**src/rtl/fifo_burst_reader_pkg.sv**
```systemverilog
// rtl/fifo_burst_reader_pkg.sv - shared state encoding and skid sizing for fifo_burst_reader
package fifo_burst_reader_pkg;

  typedef enum logic [1:0] {
    ST_IDLE  = 2'd0,
    ST_RUN   = 2'd1,
    ST_DRAIN = 2'd2
  } state_t;

  localparam int SKID_DEPTH    = 2;
  localparam int SKID_CNT_BITS = $clog2(SKID_DEPTH + 1);

endpackage

```
**src/rtl/fifo_burst_reader_stream_skid2.sv**
```systemverilog
// rtl/fifo_burst_reader_stream_skid2.sv - two-entry in-order skid buffer
module stream_skid2
  import fifo_burst_reader_pkg::*;
#(
  parameter int WIDTH = 17
) (
  input  logic                     clk,
  input  logic                     rst,
  input  logic                     push,
  input  logic [WIDTH-1:0]         push_data,
  input  logic                     pop,
  output logic [WIDTH-1:0]         head_data,
  output logic [SKID_CNT_BITS-1:0] count
);

  logic [WIDTH-1:0] entry0;
  logic [WIDTH-1:0] entry1;

  assign head_data = entry0;

  // entry0 is always the head; a pop shifts entry1 forward
  always_ff @(posedge clk) begin
    if (rst) begin
      entry0 <= '0;
      entry1 <= '0;
      count  <= '0;
    end else begin
      case ({push, pop})
        2'b10: begin
          if (count == '0) entry0 <= push_data;
          else             entry1 <= push_data;
          count <= count + SKID_CNT_BITS'(1);
        end
        2'b01: begin
          entry0 <= entry1;
          count  <= count - SKID_CNT_BITS'(1);
        end
        2'b11: begin
          if (count == SKID_CNT_BITS'(1)) begin
            entry0 <= push_data;
          end else begin
            entry0 <= entry1;
            entry1 <= push_data;
          end
        end
        default: ;
      endcase
    end
  end

endmodule

```
**src/rtl/fifo_burst_reader.sv**
```systemverilog
// rtl/fifo_burst_reader.sv - pops a fixed-length burst from a show-ahead FIFO onto a valid/ready stream
module fifo_burst_reader
  import fifo_burst_reader_pkg::*;
#(
  parameter  int WIDTH     = 16,
  parameter  int BURST_LEN = 8,
  localparam int CNT_BITS  = $clog2(BURST_LEN + 1)
) (
  input  logic                clk,
  input  logic                rst,
  input  logic [WIDTH-1:0]    fifo_rdata,
  input  logic                fifo_is_empty,
  output logic                fifo_ren,
  input  logic                start,
  input  logic                abort,
  output logic [WIDTH-1:0]    out_data,
  output logic                out_valid,
  input  logic                out_ready,
  output logic                out_last,
  output logic                busy,
  output logic                done,
  output logic                aborted,
  output logic [CNT_BITS-1:0] words_sent
);

  localparam logic [CNT_BITS-1:0] LEN    = CNT_BITS'(BURST_LEN);
  localparam logic [CNT_BITS-1:0] LEN_M1 = CNT_BITS'(BURST_LEN - 1);

  state_t                   state;
  state_t                   state_nx;
  logic [CNT_BITS-1:0]      fetch;
  logic                     abort_seen;
  logic [SKID_CNT_BITS-1:0] skid_count;
  logic [WIDTH:0]           skid_head;
  logic                     fetch_last;
  logic                     xfer;
  logic                     launch;

  assign fetch_last = (fetch == LEN_M1);
  assign out_valid  = (skid_count != '0);
  assign out_data   = skid_head[WIDTH-1:0];
  assign out_last   = out_valid & skid_head[WIDTH];
  assign xfer       = out_valid & out_ready;
  assign busy       = (state != ST_IDLE);
  assign aborted    = done & abort_seen;
  assign launch     = (state == ST_IDLE) & start & ~abort;

  always_comb begin
    state_nx = state;
    fifo_ren = 1'b0;
    done     = 1'b0;
    case (state)
      ST_IDLE: begin
        if (start && !abort) state_nx = ST_RUN;
      end
      ST_RUN: begin
        fifo_ren = !fifo_is_empty && (fetch < LEN) &&
                   (skid_count < SKID_CNT_BITS'(SKID_DEPTH)) && !abort;
        if (abort || (fetch == LEN) || (fifo_ren && fetch_last)) state_nx = ST_DRAIN;
      end
      ST_DRAIN: begin
        if (skid_count == '0) begin
          state_nx = ST_IDLE;
          done     = 1'b1;
        end
      end
      default: state_nx = ST_IDLE;
    endcase
  end

  always_ff @(posedge clk) begin
    if (rst) begin
      state      <= ST_IDLE;
      fetch      <= '0;
      words_sent <= '0;
      abort_seen <= 1'b0;
    end else begin
      state <= state_nx;
      if (launch) begin
        fetch      <= '0;
        words_sent <= '0;
        abort_seen <= 1'b0;
      end else begin
        if (fifo_ren) fetch <= fetch + CNT_BITS'(1);
        if (xfer)     words_sent <= words_sent + CNT_BITS'(1);
        if (state == ST_RUN && abort) abort_seen <= 1'b1;
      end
    end
  end

  // last tag travels with the word so the stream side needs no counter compare
  stream_skid2 #(
    .WIDTH(WIDTH + 1)
  ) u_skid (
    .clk       (clk),
    .rst       (rst),
    .push      (fifo_ren),
    .push_data ({fetch_last, fifo_rdata}),
    .pop       (xfer),
    .head_data (skid_head),
    .count     (skid_count)
  );

endmodule

```
**config.mk**
```make
export PLATFORM = sky130hd
export DESIGN_NAME = fifo_burst_reader
export DESIGN_NICKNAME = d
export VERILOG_FILES = /design/src/rtl/fifo_burst_reader_pkg.sv /design/src/rtl/fifo_burst_reader_stream_skid2.sv /design/src/rtl/fifo_burst_reader.sv
export SDC_FILE = /design/constraint.sdc
export NUM_CORES = 1
export LEC_CHECK = 0
export CAP_MARGIN = 20
export CORE_MARGIN = 3
export CORE_UTILIZATION = 57
export CTS_BUF_LIST = sky130_fd_sc_hd__clkbuf_8
export DETAILED_ROUTE_END_ITERATION = 16
export PLACE_DENSITY = 0.95
export SLEW_MARGIN = 10
export SYNTH_ARGS = -nofsm -noshare
export SYNTH_HDL_FRONTEND = slang
export SYNTH_SLANG_ARGS = --single-unit
```
**constraint.sdc**
```tcl
create_clock -name clk -period 6.7 [get_ports clk]
set_input_delay 0.67 -clock clk [delete_from_list [all_inputs] [get_ports clk]]
set_output_delay 0.67 -clock clk [all_outputs]
set_load 0.02 [all_outputs]
```
==> results.py, run 1 <==
metrics = {
    "status": {
        "outcome": "completed",
    },
    "logic_synthesis": {
        "ys_ff_latch": 47,
        "synthCells": 237,
        "ys_warn_count": 0,
        "yosys-top-cells-count": "47 x dfxtp_1, 47 x nor2_1, 20 x buf_4",
        "ys_seq_area_frac": 0.400,
        "synth_area_leaders": "dfxtp_1 40%, nor2_1 7.5%, mux2i_1 7.2%",
        "synth_edf_count": 0,
        "synth_top_area_frac": 0.400,
        "syn_area_sq_um": 2350,
        "synth_area_leader_cell": "dfxtp_1",
        "ys_types": 38,
        "synth-async-reset-ratio": 0,
        "synthesis.nets": 268,
        "avgSynthCellArea_sq_um": 9.92,
        "synthFlopType": "dfxtp_1",
    },
    "setup_path": {
        "cp_cell_sequence": "clkdlybuf4s50_1 > nor3b_4 > and2_1 > clkdlybuf4s50_1",
        "critPathKind": "input port to output pin",
        "cp-end-kind": "output pin",
        "r2r_slack_ps": 3820,
        "cp-startpoint": "abort",
        "crit_family": "buffers and inverters",
        "critPathRequiredTime_ps": 6030,
        "arrival_ps": 2570,
        "critPathBufInv": 2,
        "rr_startpoint": "u_skid.count[1]",
        "critPathLaunchType": "input port",
        "crit_fanout": 8,
        "crit_top_cell": "clkdlybuf4s50_1",
        "slowest_stage": "clkdlybuf4s50_1",
        "max_stage_delay_ps": 690,
    },
    "global_routing": {
        "grt_pass1_wl_mm": 7.86,
        "grt_overflow": 0,
        "grt_antenna_before_repair": 0,
        "grtUsageTotal": 0.198,
        "grt_pass1_vias": 1748,
        "grt_max_degree": 40,
    },
    "drt": {
        "route.detailed.drc": 0,
        "ant_nets": 0,
        "drt_first_pass_iters": 5,
        "via_count": 1703,
        "wl_per_cell_um": 14.7,
        "routed_via_density": 5.48,
        "wl_mm": 4.56,
        "first_iter_violations": 111,
    },
    "cells_and_area": {
        "final_cells": 311,
        "fin_nets": 293,
        "syn2layout_area_growth_pct": 17.0,
        "layout-drive-gt1-share": 0.137,
        "antenna_cells": 0,
    },
    "cts": {
        "cts.path.max_buffers": 2,
        "cts_tree": "yes",
        "htreeDepth": 2,
        "clock_latency_ps": 310,
        "cts.sinks": 47,
        "path_clk_slew_ps": 80,
        "post_cts_buffers": 0,
        "root_buffer": "clkbuf_8",
        "cts_resized": 0,
        "cts_buffers": 5,
        "hold_buffers": 0,
    },
    "floorplan": {
        "core-area_sq_um": 3830,
        "die_w_um": 70.2,
        "die-area_sq_um": 4930,
        "num_io_pins": 48,
        "die_y_um": 70.2,
        "rows": 22,
        "start_util": 0.614,
    },
    "placed_design": {
        "hpwl_mm": 3.17,
        "dp.cells": 303,
        "routabilityCongestion": 0.744,
        "dpl_worst_slack_ps": 3190,
        "io_buffer_count": 47,
    },
    "sta": {
        "tns_ps": 0,
        "layout_min_cycle_time_ps": 3240,
        "skew_ps": 12.8,
        "rsz0062_at_grt": "no",
        "hold_violations": 0,
        "relSlewSlack": 0.318,
        "fin_ws_ps": 3460,
        "min_period_over_period": 0.483,
        "drv_slew": 0,
        "tightest_slew_ps": 1020,
        "setup_viol": 0,
        "fmax_ghz": 0.309,
    },
    "pwr": {
        "ir_drop_mv": 0.200,
        "p_per_area_nw_per_um2": 300,
        "total_leakage_power_nw": 1.14,
    },
    "min_path": {
        "hold_class": "register to register",
        "hold_start": "abort_seen",
    },
    "flow_run": {
        "cap_violations": 0,
    },
}
[metal layers]
metal / track usage / up-vias / part of all wire
li1: - / 852 / -
met1: 0.239 / 812 / 0.45
met2: 0.328 / 33 / 0.49
met3: 0.0576 / 6 / 0.043
met4: 0.0809 / 0 / 0.014
met5: 0 / - / 0
[placed cells by master (no fill, tap or decap), types with 3 or more instances in the layout]
master           instances
a21oi_1                  6
a221oi_1                 7
a221oi_2                10
clkbuf_8                 5
clkdlybuf4s50_1         47
dfxtp_1                 47
ha_1                     9
inv_1                    7
mux2i_1                 17
nand2_1                  6
nand2b_1                 3
nor2_1                  47
nor3_1                   7
nor3_2                  11
xor2_1                   5
[area by class of cell]
class	count	area, sq um
inverter	8	32.5
fill	295	1070
tap	48	60.1
sequential	47	941
clock buffer	5	68.8
clock inverter	3	20.0
multi-input combinational	152	1150
timing repair buffer	48	478
[flip-flops by register name, summed over array words and instances, names as in the netlist]
| register | count |
|---|---|
| u_skid.count | 2 |
| words_sent | 4 |
| u_skid.head_data | 17 |
| u_skid.entry1 | 17 |
| abort_seen | 1 |
| state | 2 |
| fetch | 4 |
[power breakdown]
group          total (mW)  leakage, nW  switching, mW  internal [mW]
Sequential          0.341        0.381         0.0225          0.318
Clock               0.169       0.0402         0.0963         0.0726
Combinational       0.317        0.715          0.181          0.136
Total               0.827         1.14          0.300          0.527
[tightest hold or removal path, stage by stage, from the launching register on]
cell     delay (ps)
dfxtp_1         330
a21oi_1          50
nor2_1           80
[cells by family (layout without fill, tap and decap cells)]
logic type,Yosys count,count (layout),synth area share
buffers and inverters,38,64,0.110
flip-flops,47,47,0.400
AO/OA/AOI/OAI,30,30,0.136
multiplexers,17,17,0.0724
adder cells (fa/ha/maj),9,9,0.0479
XOR/XNOR,7,7,0.0261
AND/OR/NAND/NOR,89,89,0.207
[final timing paths]
path	end	cells after the start
worst max-delay path	fifo_ren	4
worst min-delay path	abort_seen	2
worst max register to register	u_skid.entry1[0]	9
worst min register to register	abort_seen	2
[through the flow]
step           hold WS [ps]  total power, mW  cell area (sq um)   util
3_3_place_gp            452            0.658               2660  0.696
4_1_cts                 489            0.836               2750  0.719
5_1_grt                 525            0.878               2750  0.719
2_1_floorplan           429            0.608               2350      -
3_5_place_dp            466            0.668               2660  0.696
6_report                490            0.827               2750  0.719
(Power assumes the default switching activity.)
==> run 2, diff against run 1 <==
- CORE_UTILIZATION: 57 -> 48
- PLACE_DENSITY: 0.95 -> 0.88
- clock period: 6.7 -> 2.8 ns (I/O delays scaled with it)
==> run 2 against run 1 <==
Effect of this change:
- via count increased by 1.1%
- setup slack worse by 3000 ps
- final area increased by 3.1%
- total power increased to 2.5 times the previous value
- sequential power is 140% higher
- clock power rose to 3.0 times the previous value
- cell count increased by 7.1%
- largest power group unchanged
==> results.py, run 2 (synthesis results as in run 1) <==
metrics = {
    "status": {
        "outcome": "completed",
    },
    "setup_path": {
        "critPathKind": "register to register",
        "crit_fanout": 17,
        "cp-end-kind": "register",
        "cp_cell_sequence": "inv_1 > ha_1 > nand2b_4 > inv_4 > ha_1 > nand2b_1 > a21oi_4 > a221oi_1 > nor3_1",
        "critPathLaunchType": "register",
        "r2r_cells": 9,
        "cp-endpoint": "u_skid.head_data[0]",
        "r2r_end": "u_skid.head_data[0]",
        "critPathRequiredTime_ps": 3040,
        "cp-startpoint": "u_skid.count[1]",
        "r2r_slack_ps": 450,
        "arrival_ps": 2590,
        "rr_startpoint": "u_skid.count[1]",
        "slowest_stage": "a21oi_4",
        "max_stage_delay_ps": 540,
        "crit_top_cell": "ha_1",
    },
    "drt": {
        "route.detailed.drc": 0,
        "ant_nets": 0,
        "drt_first_pass_iters": 4,
        "routed_via_density": 5.17,
        "first_iter_violations": 137,
        "wl_mm": 4.65,
        "wl_per_cell_um": 14.0,
        "via_count": 1722,
    },
    "floorplan": {
        "start_util": 0.518,
        "die_y_um": 76.0,
        "num_io_pins": 48,
        "die-area_sq_um": 5770,
        "rows": 24,
        "die_w_um": 76.0,
        "core-area_sq_um": 4530,
    },
    "cts": {
        "cts_resized": 0,
        "cts.sinks": 47,
        "hold_buffers": 0,
        "cts.path.max_buffers": 2,
        "clock_latency_ps": 300,
        "cts_tree": "yes",
        "post_cts_buffers": 0,
        "htreeDepth": 2,
        "cts_buffers": 5,
        "path_clk_slew_ps": 100,
        "root_buffer": "clkbuf_8",
    },
    "pwr": {
        "totalPowerFinal_mw": 2.10,
        "ir_drop_mv": 0.422,
        "total_leakage_power_nw": 1.17,
        "p_per_area_nw_per_um2": 741,
    },
    "cells_and_area": {
        "final_cell_mix": "47 x nor2_1, 47 x dfxtp_1, 47 x clkdlybuf4s50_1",
        "syn2layout_area_growth_pct": 20.6,
        "ff_latch_area_sq_um": 941,
        "postLayoutCoreUtil": 0.626,
        "multi_input_area_sq_um": 1150,
        "fillers": 375,
        "fin_nets": 298,
        "layout-drive-gt1-share": 0.153,
        "antenna_cells": 0,
    },
    "sta": {
        "hold_violations": 0,
        "setup_viol": 0,
        "rsz0062_at_grt": "no",
        "fin_hold_ws_ps": 480,
        "skew_ps": 8.40,
        "fmax_ghz": 0.425,
        "drv_slew": 0,
        "relSlewSlack": 0.553,
        "tns_ps": 0,
        "min_period_over_period": 0.840,
        "layout_min_cycle_time_ps": 2350,
        "tightest_slew_ps": 671,
    },
    "global_routing": {
        "grt_overflow": 0,
        "grt_pass1_vias": 1740,
        "grtUsageTotal": 0.166,
        "grt_max_degree": 37,
        "grt_antenna_before_repair": 0,
        "grt_pass1_wl_mm": 7.98,
    },
    "placed_design": {
        "hpwl_mm": 3.28,
        "io_buffer_count": 47,
        "routabilityCongestion": 0.809,
    },
    "flow_run": {
        "cap_violations": 0,
    },
    "min_path": {
        "hold_class": "register to register",
        "hold_start": "abort_seen",
    },
}
==> run 2: cell count changes in the layout (fill, tap and decap cells not counted), sizes merged <==
cell / before / now
buf: 1 / 6
bufinv: 0 / 1
clkinv: 1 / 0
clkinvlp: 2 / 1
inv: 8 / 9
==> run 2: power by group <==
part	switching, mW	leakage (nW)	internal, mW
clock network	0.238	0.0548	0.269
logic	0.438	0.739	0.337
registers	0.0571	0.381	0.761
==> run 2: per-layer routing <==
layer,vias to the layer above,global-route usage,part of all wire
li1,860,-,-
met1,812,0.211,0.46
met2,42,0.269,0.49
met3,8,0.0426,0.041
met4,0,0.0652,0.014
met5,-,0,0
==> run 2: metrics by stage <==
stage / worst slack, ps / std cells / instance area, sq um
floorplan: 617 / 237 / 2350
detailed placement: 196 / 325 / 2720
finish: 449 / 333 / 2840
global route: 250 / 333 / 2840
global placement: 342 / 325 / 2720
CTS: 434 / 333 / 2840
==> run 2: final cells by class <==
class | instances | area share
multi-input cells | 152 | 0.406
flip-flops and latches | 47 | 0.332
repair buffers | 53 | 0.182
well taps | 65 | 0.0287
clock buffers | 5 | 0.0243
clock inverters | 3 | 0.0163
inverters | 8 | 0.0115
==> run 2: how the worst min path moves through the flow <==
stage / cells past startpoint / to
4_1_cts: 2 / abort_seen
3_5_place_dp: 2 / abort_seen
2_1_floorplan: 2 / abort_seen
3_3_place_gp: 2 / abort_seen
6_report: 2 / abort_seen
5_1_grt: 2 / u_skid.head_data[6]
==> run 2: critical path, delay by kind of cell, from the launching register on <==
family                     cells  cell delay (ps)
and+or+nand+nor                3              510
adders and majority gates      2              430
DFF                            1              390
AOI/OAI and AO/OA              2              710
buffers and inverters          2              250
==> run 3, diff against run 2 <==
- CORE_UTILIZATION: 48 -> 53
- PLACE_DENSITY: 0.88 -> 0.92
- clock period: 2.8 -> 2.4 ns (I/O delays scaled with it)
==> run 3 against run 2 <==
Effect of this change:
- total power increased by 12%
- sequential share of layout area about the same
- sequential cell count did not move
- wire length is 3.2% higher
- core utilization rose by 6.0 points
- register-to-register slack got worse by 130 ps
- die area decreased by 8.7%
- via count up 2.2%
==> results.py, run 3 (synthesis results as in run 1) <==
metrics = {
    "status": {
        "outcome": "completed",
    },
    "setup_path": {
        "critPathLaunchType": "register",
        "critPathRequiredTime_ps": 2160,
        "critPathKind": "register to output pin",
        "cp-startpoint": "u_skid.count[1]",
        "crit_fanout": 7,
        "cp-end-kind": "output pin",
        "rr_startpoint": "u_skid.count[1]",
        "arrival_ps": 2030,
    },
    "pwr": {
        "p_sw_frac": 0.366,
        "p_int_mw": 1.49,
        "ir_drop_mv": 0.607,
        "combinationalPowerShare": 0.393,
        "p_sw_uw": 864,
        "total_leakage_power_nw": 1.19,
        "p_per_area_nw_per_um2": 831,
        "clkPwrFrac": 0.204,
        "p_seq_frac": 0.404,
    },
    "sta": {
        "tightest_slew_ps": 667,
        "hold_violations": 0,
        "skew_ps": 5.21,
        "drv_slew": 0,
        "min_period_over_period": 0.947,
        "layout_min_cycle_time_ps": 2270,
        "relSlewSlack": 0.556,
        "setup_viol": 0,
        "fmax_ghz": 0.440,
        "rsz0062_at_grt": "no",
        "fin_ws_ps": 128,
    },
    "global_routing": {
        "grt_antenna_before_repair": 0,
        "grt_max_degree": 39,
        "grt_pass1_vias": 1743,
        "grt_overflow": 0,
        "grt_pass1_wl_mm": 8.11,
        "grtUsageTotal": 0.196,
    },
    "floorplan": {
        "num_io_pins": 48,
        "die_w_um": 72.6,
        "rows": 23,
        "die-area_sq_um": 5270,
        "start_util": 0.567,
        "core-area_sq_um": 4140,
        "die_y_um": 72.6,
    },
    "cts": {
        "clock_latency_ps": 310,
        "hold_buffers": 0,
        "cts.sinks": 47,
        "cts_tree": "yes",
        "cts.path.max_buffers": 2,
        "root_buffer": "clkbuf_8",
        "htreeDepth": 2,
        "path_clk_slew_ps": 80,
        "cts_buffers": 5,
    },
    "placed_design": {
        "dpl_cell_area_sq_um": 2730,
        "hpwl_mm": 3.30,
        "dpl_worst_slack_ps": -43.7,
        "routabilityCongestion": 0.730,
        "io_buffer_count": 47,
    },
    "cells_and_area": {
        "fin_nets": 301,
        "design_area_sq_um": 2840,
        "final_cell_mix": "47 x nor2_1, 47 x dfxtp_1, 47 x clkdlybuf4s50_1",
        "layout-drive-gt1-share": 0.162,
        "antenna_cells": 0,
        "syn2layout_area_growth_pct": 20.8,
    },
    "flow_run": {
        "cap_violations": 0,
    },
    "drt": {
        "via_count": 1760,
        "top_layer": "met4",
        "wl_per_cell_um": 15.0,
        "routed_via_density": 5.48,
        "route.detailed.drc": 0,
        "drt_first_pass_iters": 4,
        "first_iter_violations": 110,
        "met3_length_um": 296,
        "wl_mm": 4.80,
        "ant_nets": 0,
        "wl_met1_mm": 2.14,
        "wl_met2_mm": 2.26,
    },
    "min_path": {
        "hold_class": "register to register",
        "hold_start": "abort_seen",
    },
}
run 3: changes by cell type in the layout (fill, tap and decap cells not counted):
cell / change
clkinv_2: +1
buf_4: +1
clkinvlp_4: +1
buf_12: +2
inv_6: -1
bufinv_16: -1
run 3: power groups by stage:
| stage | logic, mW | registers (mW) | clock network (mW) |
|---|---|---|---|
| 5_1_grt | 1.01 | 0.966 | 0.531 |
| 6_report | 0.926 | 0.952 | 0.480 |
| 3_5_place_dp | 0.925 | 0.971 | 0 |
| 2_1_floorplan | 0.739 | 0.959 | 0 |
| 4_1_cts | 0.928 | 0.954 | 0.490 |
| 3_3_place_gp | 0.901 | 0.967 | 0 |
run 3: through the flow:
step / util / power [mW] / cells / hold slack, ps / setup TNS (ps)
after CTS: 0.680 / 2.37 / 320 / 496 / 0
after floorplan: - / 1.70 / 237 / 377 / 0
final: 0.685 / 2.36 / 321 / 492 / 0
after global routing: 0.685 / 2.51 / 321 / 526 / 0
after detailed placement: 0.659 / 1.90 / 312 / 476 / -283
after global placement: 0.659 / 1.87 / 312 / 462 / 0
run 3: what timing repair did:
action	in CTS	in global routing
endpoints found under the setup margin	0	16
buffers inserted	0	1
resized for setup	0	0
run 3: final timing paths:
| path | slack (ps) | end | cells after the start |
|---|---|---|---|
| max | 130 | aborted | 7 |
| min | 490 | abort_seen | 2 |
| max reg2reg | 320 | u_skid.entry1[12] | 10 |
| min reg2reg | 490 | abort_seen | 2 |
run 3: final cells by class:
type                    count  area, sq um
repair buffers             56          563
fillers                   335         1310
clock buffers               5         68.8
inverters                   8         32.5
flip-flops and latches     47          941
clock inverters             3         20.0
multi-input cells         152         1150
well taps                  50         62.6
run 3: critical path, cell delays in order (launching register included):
cell and delay (ps):
dfxtp_1 340, inv_1 110, ha_1 180, buf_4 180, nand2_1 80, nor2_1 120, and2_1 130, clkdlybuf4s50_1 590
run 3: layer usage:
| metal | up-vias | GRT usage |
|---|---|---|
| li1 | 866 | - |
| met1 | 831 | 0.258 |
| met2 | 55 | 0.311 |
| met3 | 8 | 0.0372 |
| met4 | 0 | 0.0922 |
| met5 | - | 0 |
